File: config.mk
export PLATFORM = sky130hd
export DESIGN_NAME = digit_scan_controller
export DESIGN_NICKNAME = d
export VERILOG_FILES = /design/src/rtl/scan_pkg.sv /design/src/rtl/scan_prescaler.sv /design/src/rtl/digit_scan_controller.sv
export SDC_FILE = /design/constraint.sdc
export NUM_CORES = 1
export LEC_CHECK = 0
export BUFFER_PORTS_ARGS = -buffer_cell sky130_fd_sc_hd__buf_2
export CAP_MARGIN = 10
export CORE_ASPECT_RATIO = 2
export CORE_UTILIZATION = 40
export DETAILED_ROUTE_END_ITERATION = 10
export PLACE_DENSITY = 0.56
export SKIP_CTS_REPAIR_TIMING = 1
export SYNTH_ARGS = -nofsm -noshare
export SYNTH_HDL_FRONTEND = slang
export SYNTH_HIERARCHICAL = 1
export SYNTH_SLANG_ARGS = --single-unit
File: constraint.sdc
create_clock -name CLK -period 5.2 [get_ports CLK]
set_input_delay 0 -clock CLK [delete_from_list [all_inputs] [get_ports CLK]]
set_output_delay 0 -clock CLK [all_outputs]
set_load 0.005 [all_outputs]
File: src/rtl/scan_pkg.sv
// Shared types and constants for the four-digit scan controller.
package scan_pkg;

  typedef enum logic {
    ST_SHOW  = 1'b0,
    ST_BLANK = 1'b1
  } state_t;

  localparam int DIGITS = 4;
  localparam int SEL_W  = 2;
  localparam int NIB_W  = 4;

  // Prescaler counter width for a modulo-div counter (div >= 2).
  function automatic int presc_width(input int div);
    return (div > 1) ? $clog2(div) : 1;
  endfunction

endpackage

File: src/rtl/scan_prescaler.sv
// Modulo-DIV slot counter. slot_end marks the last cycle of a slot,
// blank_start marks the cycle after which the dead time begins.
module scan_prescaler
  import scan_pkg::*;
#(
  parameter int DIV   = 50000,
  parameter int BLANK = 4
) (
  input  logic clk,
  input  logic rst,
  output logic slot_end,
  output logic blank_start
);

  localparam int CW = presc_width(DIV);

  logic [CW-1:0] cnt;

  assign slot_end    = (cnt == CW'(DIV - 1));
  assign blank_start = (cnt == CW'(DIV - BLANK - 1));

  // Free-running count 0..DIV-1, wrapping on the last cycle of the slot.
  always_ff @(posedge clk or posedge rst) begin
    if (rst)           cnt <= '0;
    else if (slot_end) cnt <= '0;
    else               cnt <= cnt + 1'b1;
  end

endmodule

File: src/rtl/digit_scan_controller.sv
// Four-digit time-multiplexed scan controller with frame-aligned double
// buffering of display data. Optional dead time before each digit change
// is compiled in with SCAN_BLANK_EN.
module digit_scan_controller
  import scan_pkg::*;
#(
  parameter int DIV   = 50000,
  parameter int BLANK = 4
) (
  input  logic                      CLK,
  input  logic                      RST,
  input  logic [DIGITS*NIB_W-1:0]   DIN,
  input  logic [DIGITS-1:0]         MASK,
  input  logic                      LOAD,
  output logic [SEL_W-1:0]          SEL,
  output logic                      EN,
  output logic [NIB_W-1:0]          NIB,
  output logic                      FRAME,
  output logic                      LOAD_ACK
);

  logic slot_end, blank_start;

  scan_prescaler #(.DIV(DIV), .BLANK(BLANK)) u_presc (
    .clk        (CLK),
    .rst        (RST),
    .slot_end   (slot_end),
    .blank_start(blank_start)
  );

  state_t                    state, state_d;
  logic [DIGITS*NIB_W-1:0]   act_din, pend_din, act_din_d;
  logic [DIGITS-1:0]         act_mask, pend_mask, act_mask_d;
  logic                      pend_flag;
  logic [SEL_W-1:0]          sel_d;
  logic                      boundary, apply;
  logic                      en_d;
  logic [NIB_W-1:0]          nib_d;

  // Outputs are registered from the next-cycle values so SEL, EN, NIB and
  // LOAD_ACK stay mutually consistent in the same cycle.
  assign sel_d      = slot_end ? SEL + 1'b1 : SEL;
  assign boundary   = slot_end && (SEL == SEL_W'(DIGITS - 1));
  assign apply      = boundary && pend_flag;
  assign act_din_d  = apply ? pend_din  : act_din;
  assign act_mask_d = apply ? pend_mask : act_mask;

  // State register.
  always_ff @(posedge CLK or posedge RST) begin
    if (RST) state <= ST_SHOW;
    else     state <= state_d;
  end

  // Next state: dead time starts BLANK cycles before the slot wrap.
`ifdef SCAN_BLANK_EN
  always_comb begin
    state_d = state;
    if (slot_end)         state_d = ST_SHOW;
    else if (blank_start) state_d = ST_BLANK;
  end
`else
  // Without blanking the machine never leaves SHOW, so the blank strobe
  // has no consumer.
  logic blank_unused;
  assign blank_unused = blank_start;

  always_comb begin
    state_d = state;
  end
`endif

  // Output decode for the upcoming cycle.
  always_comb begin
    en_d  = act_mask_d[sel_d] && (state_d == ST_SHOW);
    nib_d = act_din_d[sel_d*NIB_W +: NIB_W];
  end

  // Registered display outputs and frame/ack strobes.
  always_ff @(posedge CLK or posedge RST) begin
    if (RST) begin
      SEL      <= '0;
      EN       <= 1'b0;
      NIB      <= '0;
      FRAME    <= 1'b0;
      LOAD_ACK <= 1'b0;
    end else begin
      SEL      <= sel_d;
      EN       <= en_d;
      NIB      <= nib_d;
      FRAME    <= boundary;
      LOAD_ACK <= apply;
    end
  end

  // Double buffer: a LOAD always lands in pending (latest wins); pending
  // moves to active only on the 3->0 boundary. A LOAD on the boundary edge
  // itself refills pending and waits a full frame.
  always_ff @(posedge CLK or posedge RST) begin
    if (RST) begin
      pend_din  <= '0;
      pend_mask <= '0;
      pend_flag <= 1'b0;
      act_din   <= '0;
      act_mask  <= '0;
    end else begin
      act_din  <= act_din_d;
      act_mask <= act_mask_d;
      if (LOAD) begin
        pend_din  <= DIN;
        pend_mask <= MASK;
        pend_flag <= 1'b1;
      end else if (apply) begin
        pend_flag <= 1'b0;
      end
    end
  end

endmodule

### Word level (Yosys, flattened, before mapping)

Index checks and enable logic that the tools add are counted.

| storage, ports and cells | value |
|---|---|
| output and inout port bits | 9 |
| bits in registers | 66 |
| word-level logic and storage cells | 28 |
| input bits | 23 |

| cells by class | value |
|---|---|
| eq/ne operators | 2 |
| reduce and logical (&&, ||, !) cells | 3 |
| multiplexer cells | 8 |
| $lt $le $gt $ge | 1 |
| $add $sub $neg | 2 |
| shifts and indexed selects | 1 |

Operators by type and width:

| cell | number |
|---|---|
| 2-to-1 mux 16 bit | 2 |
| adder 16 x 1 -> 16 bit (second input constant) | 1 |
| == test 16 bit (second input constant) | 1 |
| variable part select 16 x 5 -> 4 bit | 1 |
| 2-to-1 mux 4 bit | 1 |
| less-than comparator 2 x 3 -> 1 bit (second input constant) | 1 |
| 2-to-1 mux 1 bit | 3 |
| adder 2 x 1 -> 2 bit (second input constant) | 1 |
| binary-select mux 1 bit (select 2 bit) | 1 |
| == test 2 bit (second input constant) | 1 |
| logical AND 1 bit | 2 |
| 2-to-1 mux 2 bit | 1 |
| nonzero test 2 bit | 1 |

### Logic depth before layout (Yosys ltp)

| logic depth | value |
|---|---|
| word-level depth | 6 |
| mapped depth | 10 |
| mapped depth without buffers | 7 |

### By module

Netlist, hierarchy kept.

By module, submodules not included:

| module | times used | sequential area each (µm²) | cells each | area each (µm²) |
|---|---|---|---|---|
| digit_scan_controller | 1 | 1,251.2 | 170 | 2,402.3 |
| scan_prescaler | 1 | 400.4 | 74 | 824.5 |

### Worst setup path before layout

Ideal clock, no wire load.

| timing path | value |
|---|---|
| kind | flip-flop to flip-flop |
| start | register u_presc.cnt[4] |
| end | register act_din[12] |
| cell stages (with the launch flop) | 11 |
| period minus slack after synthesis | 2.027 ns |
| slack | 3.173 ns |
| data arrival time | 1.902 ns |
| library setup time | 0.125 ns |
| buffers on the path | 3 |
| required time | 5.075 ns |
| path through | dfrtp_1 > buf_2 > nor4b_1 > nand3_1 > nor2_4 > buf_4 > nand2_2 > inv_2 > nand2_2 > buf_6 > mux2_4 |

| between the ends | value |
|---|---|
| word-level cells in the longest chain between the ends | 4 |

Ends and longest elaborated chain:

| element | RTL line | text |
|---|---|---|
| start, declared | scan_prescaler.sv:17 | `logic [CW-1:0] cnt;` |
| start signal, assigned | scan_prescaler.sv:26 | `else cnt <= cnt + 1'b1;` |
| == test 16 bit | scan_prescaler.sv:19 | `assign slot_end = (cnt == CW'(DIV - 1));` |
| net slot_end | digit_scan_controller.sv:22 | `logic slot_end, blank_start;` |
| logical AND 1 bit | digit_scan_controller.sv:43 | `assign boundary = slot_end && (SEL == SEL_W'(DIGITS - 1));` |
| net boundary | digit_scan_controller.sv:36 | `logic boundary, apply;` |
| logical AND 1 bit | digit_scan_controller.sv:44 | `assign apply = boundary && pend_flag;` |
| 2-to-1 mux 16 bit | digit_scan_controller.sv:45 | `assign act_din_d = apply ? pend_din : act_din;` |
| net act_din_d[12] | digit_scan_controller.sv:32 | `logic [DIGITS*NIB_W-1:0] act_din, pend_din, act_din_d;` |
| end signal, assigned | digit_scan_controller.sv:106 | `act_din <= act_din_d;` |
| end, declared | digit_scan_controller.sv:32 |  |

The timed path passes the listed nets, and every way through them passes these cells.
A chain may end at the register's enable or synchronous reset.

### Worst setup path in the final report

| timing path | value |
|---|---|
| start | register u_presc.cnt[5] |
| end | register act_din[1] |

Same word-level chain as after synthesis.

==> results.sh <==
export IMPL_fin_skew_ps=8.81
export IMPL_ant_nets=0
export IMPL_r2r_cells=7
export IMPL_max_stage_delay_ps=460
export IMPL_slew_violations=0
export IMPL_antenna_found_initial=0
export IMPL_crit_path_frequent_cell="nand2_2"
export IMPL_crit_path_top_delay_cell="mux2_4"
export IMPL_crit_family="simple AND/OR/NAND/NOR gates"
export IMPL_crit_buf_inv=1
export IMPL_synth_nets=267
export IMPL_crit_arrival_ps=2770
export IMPL_cts_tree="built"
export IMPL_hpwl_mm=4.60
export IMPL_layout_drive_gt1_share_pct=33.3
export IMPL_fmax_mhz=391
export IMPL_cts_sinks=66
export IMPL_startpoint="u_presc/cnt[5]"
export IMPL_final_hold_violation_count=0
export IMPL_power_density_nw_per_um2=307
export IMPL_fin_nets=320
export IMPL_hold_class="input port to register"
export IMPL_die_w_um=65.4
export IMPL_dp_cells=359
export IMPL_start_util_pct=40.8
export IMPL_worstMarginPinSlew_ps=1080
export IMPL_core_area_um2=7890
export IMPL_avgSynthCellArea_um2=13.3
export IMPL_netlist_instances=242
export IMPL_num_io_pins=32
export IMPL_drt_iter0_markers=138
export IMPL_r2r_setup_slack_ps=2640
export IMPL_critical_path_max_fanout=21
export IMPL_totalNegativeSetupSlack_ps=0
export IMPL_crit_chain="nor4b_1 -> nand3_1 -> nor2_4 -> nand2_2 -> inv_2 -> nand2_2 -> mux2_4"
export IMPL_cp_start_kind="register"
export IMPL_setup_viol=0
export IMPL_cts_reportedPaths_clkPinSlew_ps=50
export IMPL_drt_total_wl_mm=6.85
export IMPL_max_slew_margin_pct=28.1
export IMPL_layout_cells_non_filler=396
export IMPL_place_gp_congestion=0.722
export IMPL_grt_max_degree=51
export IMPL_cts_root_buf="clkbuf_16"
export IMPL_rsz0062_at_grt="false"
export IMPL_ys_warnings_count=6
export IMPL_fin_crit_ps=2560
export IMPL_syn_cell_area_um2=3220
export IMPL_grt_pass1_wl_mm=11.1
export IMPL_setup_slack_ps=2640
export IMPL_vias=2127
export IMPL_grt_pass1_vias=2187
export IMPL_crit_path_end="act_din[1]"
export IMPL_io_buffers=31
export IMPL_cts_htree_levels=3
export IMPL_final_common_cell="dfrtp_1"
export IMPL_wl_per_cell_um=17.3
export IMPL_layout_common_cells="dfrtp_1 (66), buf_2 (31), mux2i_1 (30)"
export IMPL_drc=0
export IMPL_cts_buffers=9
export IMPL_critical_path_depth=7
export IMPL_grt_overflow=0
export IMPL_clockBufferDepth=2
export IMPL_crit_required_ps=5410
export IMPL_syn_to_final_growth_pct=21.9
export IMPL_clk_latency_ps=330
export IMPL_dieArea_um2=8430
export IMPL_grt_usage_pct=17.9
export IMPL_reg2reg_from="u_presc/cnt[5]"
export IMPL_rows=46
export IMPL_r2r_end="act_din[1]"
export IMPL_vias_per_cell=5.37
export IMPL_maxCapViolCount=0
export IMPL_diodes=0
export IMPL_irDropWorstVdd_mv=0.149
export IMPL_critical_path_class="register to register"
export IMPL_critical_path_endpoint_type="register"
export IMPL_die_h_um=129
export IMPL_status="completed"
export IMPL_dp_slack_ps=2630
export IMPL_p_leak_nw=1.96
export IMPL_dr_pass1_iters=4
export IMPL_period_share_pct=49.2
[through the flow]
| step | instance area, um^2 | hold slack, ps | total power (W) | utilization [%] |
|---|---|---|---|---|
| final | 3920 | 214 | 0.00120 | 49.7 |
| after global routing | 3920 | 255 | 0.00124 | 49.7 |
| after floorplan | 3220 | -86.3 | 0.000575 | - |
| after global placement | 3410 | 145 | 0.000592 | 43.3 |
| after detailed placement | 3410 | 134 | 0.000594 | 43.3 |
| after CTS | 3710 | -213 | 0.00120 | 47.1 |
[layout make-up]
class	count	area [um^2]
Fill cell	722	3960
Sequential cell	66	1650
Multi-Input combinational cell	160	1460
Timing Repair Buffer	52	365
Clock buffer	14	264
Tap cell	96	120
Clock inverter	2	35.0
Inverter	6	22.5
[registers in the layout, indices dropped and copies added, names as in the netlist]
signal and count:
EN 1, FRAME 1, LOAD_ACK 1, NIB 4
SEL 2, act_din 16, act_mask 4, pend_din 16
pend_flag 1, pend_mask 4, u_presc/cnt 16
[metal layers]
| layer | GRT usage [%] | up-vias | wire length (um) |
|---|---|---|---|
| met3 | 3.63 | 15 | 186 |
| met4 | 11.0 | 0 | 231 |
| met1 | 18.8 | 1093 | 2630 |
| met2 | 31.8 | 38 | 3800 |
| li1 | - | 981 | - |
| met5 | 0 | - | 0 |
[worst min path at each step]
stage               start  cells after the start  slack, ps              to
floorplan             RST                      1        -90  u_presc/cnt[0]
global placement      RST                      2        140  u_presc/cnt[4]
detailed placement    RST                      2        130  u_presc/cnt[5]
CTS                   RST                      2       -210  u_presc/cnt[2]
global route         LOAD                      2        260       pend_flag
finish               LOAD                      2        210       pend_flag
[where the power goes]
| group | switching (W) | internal [W] | leakage, nW | total, W |
|---|---|---|---|---|
| Combinational | 0.0000209 | 0.0000310 | 0.959 | 0.0000520 |
| Sequential | 0.0000132 | 0.000530 | 0.857 | 0.000543 |
| Clock | 0.000212 | 0.000397 | 0.147 | 0.000609 |
| Total | 0.000246 | 0.000958 | 1.96 | 0.00120 |
Power figures use the tool's default switching activity.
